**config.mk**
```make
export PLATFORM = sky130hd
export DESIGN_NAME = cia_serial_peer
export DESIGN_NICKNAME = d
export VERILOG_FILES = /design/src/rtl/cia_serial_peer.sv
export SDC_FILE = /design/constraint.sdc
export NUM_CORES = 1
export LEC_CHECK = 0
export ABC_AREA = 0
export CORE_UTILIZATION = 35
export CTS_CLUSTER_SIZE = 16
export DETAILED_ROUTE_END_ITERATION = 8
export PLACE_DENSITY = 0.52
export SLEW_MARGIN = 20
export SYNTH_ARGS = -nofsm -noshare
export SYNTH_HDL_FRONTEND = slang
export SYNTH_SLANG_ARGS = --single-unit
```
**constraint.sdc**
```tcl
create_clock -name clk -period 2.4 [get_ports clk]
set_clock_uncertainty 0.05 [all_clocks]
set_input_delay 0.24 -clock clk [delete_from_list [all_inputs] [get_ports clk]]
set_output_delay 0.24 -clock clk [all_outputs]
set_load 0.05 [all_outputs]
```
**src/rtl/cia_serial_peer.sv**
```systemverilog
// cia_serial_peer: byte-wide peer for a CIA serial port.
// master=1: drives CNT/SP toward a CIA in serial-input mode (MSB first).
// master=0: samples CNT/SP from a CIA in serial-output mode.
module cia_serial_peer #(
  parameter int HALF_PERIOD = 4,
  parameter int GAP         = 8,
  parameter int TIMEOUT     = 1024
) (
  input  logic       clk,
  input  logic       reset,
  input  logic       master,
  input  logic [7:0] tx_data,
  input  logic       tx_valid,
  output logic       tx_ready,
  output logic [7:0] rx_data,
  output logic       rx_valid,
  input  logic       rx_ack,
  output logic       rx_overrun,
  output logic       rx_timeout,
  input  logic       cnt_in,
  input  logic       sp_in,
  output logic       cnt_out,
  output logic       sp_out
);

  localparam int TMAX = (HALF_PERIOD > GAP) ? HALF_PERIOD : GAP;
  localparam int TW   = $clog2(TMAX + 1);
  localparam int IW   = $clog2(TIMEOUT + 1);
  localparam logic [TW-1:0] HP_LAST  = TW'(HALF_PERIOD - 1);
  localparam logic [TW-1:0] GAP_LAST = TW'(GAP - 1);
  localparam logic [IW-1:0] TO_LAST  = IW'(TIMEOUT - 1);

  typedef enum logic [1:0] {ST_IDLE, ST_LOW, ST_HIGH, ST_GAP} tx_state_t;

  // synchronizers and CNT edge detector
  logic cnt_s1_q, cnt_s1_d, cnt_s2_q, cnt_s2_d, cnt_prev_q, cnt_prev_d;
  logic sp_s1_q, sp_s1_d, sp_s2_q, sp_s2_d;
  logic cnt_fall;

  // transmitter
  tx_state_t      state_q, state_d;
  logic [TW-1:0]  timer_q, timer_d;
  logic [7:0]     shift_q, shift_d;
  logic [2:0]     bit_q, bit_d;
  logic           cnt_out_q, cnt_out_d, sp_out_q, sp_out_d;

  // receiver
  logic [7:0]     rx_shift_q, rx_shift_d, rx_data_q, rx_data_d;
  logic [2:0]     rx_bits_q, rx_bits_d;
  logic [IW-1:0]  idle_q, idle_d;
  logic           rx_valid_q, rx_valid_d;
  logic           rx_overrun_q, rx_overrun_d, rx_timeout_q, rx_timeout_d;
  logic [7:0]     rx_next;

  // CNT and SP share the same two-stage depth so SP stays aligned to CNT edges
  always_comb begin
    cnt_s1_d   = cnt_in;
    cnt_s2_d   = cnt_s1_q;
    cnt_prev_d = cnt_s2_q;
    sp_s1_d    = sp_in;
    sp_s2_d    = sp_s1_q;
  end

  assign cnt_fall = cnt_prev_q & ~cnt_s2_q;

  // TX next-state: leaving master mode aborts any byte and idles both lines
  always_comb begin
    state_d   = state_q;
    timer_d   = timer_q;
    shift_d   = shift_q;
    bit_d     = bit_q;
    cnt_out_d = cnt_out_q;
    sp_out_d  = sp_out_q;
    if (!master) begin
      state_d   = ST_IDLE;
      timer_d   = '0;
      bit_d     = 3'd0;
      cnt_out_d = 1'b1;
      sp_out_d  = 1'b1;
    end else begin
      case (state_q)
        ST_IDLE: begin
          if (tx_valid) begin
            state_d   = ST_LOW;
            shift_d   = tx_data;
            bit_d     = 3'd0;
            timer_d   = '0;
            cnt_out_d = 1'b0;
            sp_out_d  = tx_data[7];
          end else begin
            cnt_out_d = 1'b1;
            sp_out_d  = 1'b1;
          end
        end
        ST_LOW: begin
          if (timer_q == HP_LAST) begin
            state_d   = ST_HIGH;
            timer_d   = '0;
            cnt_out_d = 1'b1;
          end else begin
            timer_d = timer_q + TW'(1);
          end
        end
        ST_HIGH: begin
          if (timer_q == HP_LAST) begin
            timer_d = '0;
            shift_d = {shift_q[6:0], 1'b0};
            bit_d   = bit_q + 3'd1;
            if (bit_q == 3'd7) begin
              state_d   = (GAP == 0) ? ST_IDLE : ST_GAP;
              cnt_out_d = 1'b1;
              sp_out_d  = 1'b1;
            end else begin
              state_d   = ST_LOW;
              cnt_out_d = 1'b0;
              sp_out_d  = shift_q[6];
            end
          end else begin
            timer_d = timer_q + TW'(1);
          end
        end
        ST_GAP: begin
          if (timer_q == GAP_LAST) begin
            state_d = ST_IDLE;
            timer_d = '0;
          end else begin
            timer_d = timer_q + TW'(1);
          end
        end
        default: begin
          state_d   = ST_IDLE;
          timer_d   = '0;
          cnt_out_d = 1'b1;
          sp_out_d  = 1'b1;
        end
      endcase
    end
  end

  // RX next-state: shift on CNT falls, deliver on the 8th, drop stale partial bytes
  always_comb begin
    rx_shift_d   = rx_shift_q;
    rx_data_d    = rx_data_q;
    rx_bits_d    = rx_bits_q;
    idle_d       = idle_q;
    rx_overrun_d = 1'b0;
    rx_timeout_d = 1'b0;
    rx_next      = {rx_shift_q[6:0], sp_s2_q};
    if (rx_ack && rx_valid_q) begin
      rx_valid_d = 1'b0;
    end else begin
      rx_valid_d = rx_valid_q;
    end
    if (master) begin
      rx_bits_d = 3'd0;
      idle_d    = '0;
    end else if (cnt_fall) begin
      rx_shift_d = rx_next;
      idle_d     = '0;
      if (rx_bits_q == 3'd7) begin
        rx_bits_d    = 3'd0;
        rx_data_d    = rx_next;
        rx_valid_d   = 1'b1;
        rx_overrun_d = rx_valid_q & ~rx_ack;
      end else begin
        rx_bits_d = rx_bits_q + 3'd1;
      end
    end else if (rx_bits_q != 3'd0) begin
      if (idle_q == TO_LAST) begin
        rx_bits_d    = 3'd0;
        idle_d       = '0;
        rx_timeout_d = 1'b1;
      end else begin
        idle_d = idle_q + IW'(1);
      end
    end else begin
      idle_d = '0;
    end
  end

  // state registers; lines idle high and synchronizers preset high in reset
  always_ff @(posedge clk or posedge reset) begin
    if (reset) begin
      cnt_s1_q     <= 1'b1;
      cnt_s2_q     <= 1'b1;
      cnt_prev_q   <= 1'b1;
      sp_s1_q      <= 1'b1;
      sp_s2_q      <= 1'b1;
      state_q      <= ST_IDLE;
      timer_q      <= '0;
      shift_q      <= 8'h00;
      bit_q        <= 3'd0;
      cnt_out_q    <= 1'b1;
      sp_out_q     <= 1'b1;
      rx_shift_q   <= 8'h00;
      rx_data_q    <= 8'h00;
      rx_bits_q    <= 3'd0;
      idle_q       <= '0;
      rx_valid_q   <= 1'b0;
      rx_overrun_q <= 1'b0;
      rx_timeout_q <= 1'b0;
    end else begin
      cnt_s1_q     <= cnt_s1_d;
      cnt_s2_q     <= cnt_s2_d;
      cnt_prev_q   <= cnt_prev_d;
      sp_s1_q      <= sp_s1_d;
      sp_s2_q      <= sp_s2_d;
      state_q      <= state_d;
      timer_q      <= timer_d;
      shift_q      <= shift_d;
      bit_q        <= bit_d;
      cnt_out_q    <= cnt_out_d;
      sp_out_q     <= sp_out_d;
      rx_shift_q   <= rx_shift_d;
      rx_data_q    <= rx_data_d;
      rx_bits_q    <= rx_bits_d;
      idle_q       <= idle_d;
      rx_valid_q   <= rx_valid_d;
      rx_overrun_q <= rx_overrun_d;
      rx_timeout_q <= rx_timeout_d;
    end
  end

  assign tx_ready   = (state_q == ST_IDLE) & master;
  assign cnt_out    = cnt_out_q;
  assign sp_out     = sp_out_q;
  assign rx_data    = rx_data_q;
  assign rx_valid   = rx_valid_q;
  assign rx_overrun = rx_overrun_q;
  assign rx_timeout = rx_timeout_q;

endmodule
```
* Yosys cells after proc, flatten, opt, wreduce, memory -nomap -nowiden
Cells that the tools add are included.
** Storage, ports and cells
- Bits in registers :: 55
- Input bits :: 15
- Word-level logic and storage cells :: 109
** Operators by class
- Bitwise gates (word level) :: 6
- Add/sub/neg operators :: 4
- Eq/ne operators :: 16
- Reductions and logical operators :: 15
- Mux-type cells :: 50
** Operators by type and width (number)
- 11-bit two-way mux :: 4
- 3-bit two-way mux :: 8
- 1-bit two-way mux :: 20
- 4-bit two-way mux :: 4
- 7-bit two-way mux :: 2
- 7-bit case mux with 2 select lines :: 1
- 2-bit two-way mux :: 6
- 3-bit inequality test, second input constant :: 4
- 4-bit case mux with 3 select lines :: 1
- 11-bit by 1-bit adder with 11-bit output, second input constant :: 1
- 11-bit by 10-bit == test with 1-bit output, second input constant :: 1
- 3-bit AND reduction :: 3
- 3-bit nonzero test :: 3
- 2-bit case mux with 4 select lines :: 1
- 4-bit AND reduction :: 2
- 3-bit by 1-bit adder with 3-bit output, second input constant :: 2
- 3-bit == test, second input constant :: 2
- 3-bit case mux with 2 select lines :: 1
- 2-bit AND reduction :: 3
- 4-bit by 1-bit adder with 4-bit output, second input constant :: 1
- 2-bit == test, second input constant :: 2
- 4-bit by 2-bit == test with 1-bit output, second input constant :: 1
- 4-bit by 3-bit == test with 1-bit output, second input constant :: 1
- 2-bit inequality test, second input constant :: 2
- other kinds (11) :: 15

* Depth between registers and ports, before layout
- Word-level depth :: 5
- Depth in mapped cells :: 8

* Worst setup path before layout
OpenSTA, ideal clock, no wires.
- Path type :: register to register
- Start :: reg state_q[0]
- End :: reg state_q[1]
- Buffers on the path :: 0
- Slack :: 632 ps
- Cell stages (with the launch flop) :: 7
- Period minus slack after synthesis :: 1768 ps
- Setup time :: 87 ps
- Arrival time :: 1631 ps
- Cells stage by stage :: dfrtp_1 inv_1 ha_1 and3b_1 o21bai_1 or3_1 o211ai_1
** On the way
- Longest elaborated chain between the ends :: 3
- Elaborated cells on any way between the ends :: 11
- Those cells by class :: 7 x eq/ne; 2 x mux; 2 x reduce/logical
** RTL lines
- start, declared :: line 41 : tx_state_t state_q, state_d;
- start signal, assigned :: line 208 : state_q <= state_d;
- 2-bit == test, or another cell as far along :: line 81 : case (state_q)
- 3-bit inequality test (no line) or 2-bit case mux with 4 select lines (tied branches)
- 4-bit AND reduction (no line) or 2-bit two-way mux (tied branches)
Parallel ways exist; a longest one is shown, timed or not.
A chain may end at the register's enable or synchronous reset.

* Worst setup path after layout
Same ends and word-level chain as after synthesis.

==> flow_metrics.tcl <==
set metrics [dict create \
    p_int_mw 1.66 \
    worst_pin_slew_ns 0.496 \
    clkPwrFrac_pct 21.6 \
    finalMaxSlewViolations 0 \
    antennaDiodeCount 0 \
    syn_avg_cell_area_um2 11.5 \
    dr_total_vias 1687 \
    syn_to_final_growth_pct 19.6 \
    postCtsSetupBuffers 0 \
    peakVddDrop_mv 0.315 \
    port-buffer-count 28 \
    fill_cells 686 \
    rsz0062_at_grt "false" \
    antenna_left 0 \
    grt-ovfl-total 0 \
    syn-cell-area_um2 2570 \
    rows 30 \
    drive_gt1_share_pct 17.4 \
    grt_pass1_wl_mm 7.57 \
    syn_nets 249 \
    grt_antenna_before_repair 0 \
    min_period_ns 1.96 \
    dr.pass1.iters 4 \
    power_density_nw_per_um2 813 \
    fmax_mhz 510 \
    critPathSlowestCell "dfrtp_1" \
    status "complete, no violations" \
    hold_class "in -> async" \
    viasPerCell 4.77 \
    path_buf_inv 1 \
    drtIter0Drc 72 \
    cts_root_buffer "clkbuf_8" \
    cts.sinks 55 \
    drc 0 \
    cts_buffer_depth 2 \
    cp_top_family "simple AND/OR/NAND/NOR gates" \
    clkLatencyLatePin_ns 0.31 \
    fin_area_um2 3080 \
    netSwitchingFraction_pct 33.9 \
    io_pins 29 \
    synth_top_flop_cell "dfrtp_1" \
    setup_viol_count_final 0 \
    synthCells 223 \
    die_w_um 87.8 \
    crit_required_ns 2.59 \
    critPathCaptureType "register" \
    routed_wl_mm 4.32 \
    fin_nets 283 \
    crit_fanout 6 \
    gp_congestion 0.753 \
    p_sw_mw 0.848 \
    die_y_um 87.8 \
    worstPathArrival_ns 2.15 \
    relSlewSlack_pct 66.8 \
    leakagePower_nw 1.31 \
    drv_cap 0 \
    final_util_pct 44.3 \
    critPathKind "reg -> reg" \
    synth_edf_count 0 \
    yosys_warnings 0 \
    start_util_pct 37.1 \
    drt-wirelength-per-cell_um 12.2 \
    power_frac_seq_pct 47.7 \
    cts_tree "yes" \
    h-tree-depth 2 \
    synth_seq_cells 55 \
    p_comb_share_pct 30.7 \
    fp.dieArea_um2 7700 \
    ys_types 44 \
    postCtsHoldBufs 0 \
    crit_chain "inv_1 -> ha_1 -> and3b_1 -> o21bai_1 -> or3_1 -> o211ai_1" \
    finalHoldViolations 0 \
    grt_start_max_net_pins 56 \
    core-area_um2 6940 \
    grt_pass1_vias 1652 \
    post_cts_resize_count 0 \
    dp_hpwl_mm 2.93 \
    setup_tns_ns 0 \
    hold-worst-slack_ns 0.231 \
    async_flop_share_pct 100 \
    grt_use_total_pct 12.6 \
    cts.clk_slew.worst_paths_ns 0.11 \
    startpoint_type "register" \
    ys_seq_area_share_pct 53.8 \
    dpl-instance-area_um2 2980 \
    slowest_delay_ns 0.45 \
    cts-buffers-inserted 5 \
    post-route-period-util_pct 81.8 \
]
flip-flops by register name (all words and copies together) (netlist names), 2 cells and up:
register,cells
idle_q,11
rx_data,8
rx_shift_q,7
shift_q,7
timer_q,4
bit_q,3
rx_bits_q,3
state_q,2
cell usage in the layout, fill, tap and decap left out, types with 2 or more instances in the layout:
master and n:
or2b_1 2, nor4_1 2, o211ai_1 2, clkdlybuf4s50_1 27
nor2_1 19, or3_1 3, dfstp_2 7, nand3_1 7
ha_1 11, clkinv_4 2, a21oi_1 11, o21ai_0 6
dfrtp_1 48, nor3b_1 5, mux2i_1 11, a32o_1 2
nand2_1 12, nor2b_1 2, nand2b_1 8, and2_1 3
buf_4 4, a21oi_2 3, inv_1 9, nand4_1 2
xor2_1 2, xnor2_1 4, mux2_2 16, nor3_1 5
clkbuf_8 5
layer usage:
metal,share of wire (%),track usage (%),vias to the layer above
li1,-,-,845
met1,49,16.6,814
met2,47,20.4,24
met3,2.8,2.83,4
met4,1.8,4.92,0
met5,0,0,-
cells by family (layout without fill, tap and decap cells):
kind of cell	after synthesis	after routing	share of synthesized area, %
simple gates	75	75	15.5
mux	27	27	11.3
compound gates	34	34	9.29
buf+inv	15	50	2.72
flops	55	55	53.8
xor+xnor	6	6	2.04
fa+ha+maj	11	11	5.35
synth_stat cells, types with 3 or more instances:
library cell   n  area share (%)
nand2b_1       8             1.9
ha_1          11             5.3
or3_1          3            0.73
nand2_1       12             1.7
a21oi_2        3             1.0
o21ai_0        6             1.2
nor2_1        19             2.8
xnor2_1        4             1.4
mux2_2        16             7.0
nor3_1         5            0.97
and2_1         3            0.73
nor3b_1        5             1.5
inv_1         10             1.5
a21oi_1       11             2.1
dfrtp_1       48              47
mux2i_1       11             4.3
nand3_1        7             1.4
dfstp_2        7             7.1
worst min-delay path, stage by stage:
cell	delay, ns
clkdlybuf4s50_1	0.41
inv_2	0.07
buf_12	0.26
worst paths after layout:
| check | slack [ns] | startpoint | depth (start not counted) | end |
|---|---|---|---|---|
| max | 0.44 | state_q[0]$_DFFE_PP0P_ | 6 | state_q[1]$_DFFE_PP0P_ |
| min | 0.23 | reset | 3 | timer_q[2]$_DFFE_PP0N_ |
| max reg2reg | 0.44 | state_q[0]$_DFFE_PP0P_ | 6 | state_q[1]$_DFFE_PP0P_ |
| min reg2reg | 0.31 | cnt_s1_q$_DFF_PP1_ | 0 | cnt_prev_d$_DFF_PP1_ |
| max in group asynchronous | 1.76 | reset | 3 | cnt_s1_q$_DFF_PP1_ |
| min in group clk | 0.27 | cnt_in | 1 | cnt_s1_q$_DFF_PP1_ |
through the flow:
| stage | cells | total power, mW | setup slack [ns] |
|---|---|---|---|
| final | 354 | 2.50 | 0.438 |
| after global routing | 354 | 2.70 | 0.293 |
| after CTS | 354 | 2.55 | 0.438 |
| after detailed placement | 346 | 1.99 | 0.284 |
| after global placement | 346 | 1.99 | 0.319 |
| after floorplan | 223 | 1.81 | 0.632 |
area by class of cell:
class | instances | area (um2) | share of cell area [%]
inverters | 10 | 37.5 | 1.22
well taps | 96 | 120 | 3.90
multi-input cells | 153 | 1120 | 36.3
clock inverters | 3 | 28.8 | 0.935
flip-flops and latches | 55 | 1390 | 45.0
clock buffers | 5 | 68.8 | 2.23
repair buffers | 32 | 320 | 10.4
power groups by stage:
stage / registers (mW) / clock network [mW] / logic (mW)
floorplan: 1.23 / 0 / 0.583
global placement: 1.22 / 0 / 0.773
CTS: 1.20 / 0.575 / 0.781
finish: 1.19 / 0.540 / 0.769
global route: 1.22 / 0.608 / 0.876
detailed placement: 1.22 / 0 / 0.779
Note: power is estimated with default switching activity, not from simulation.
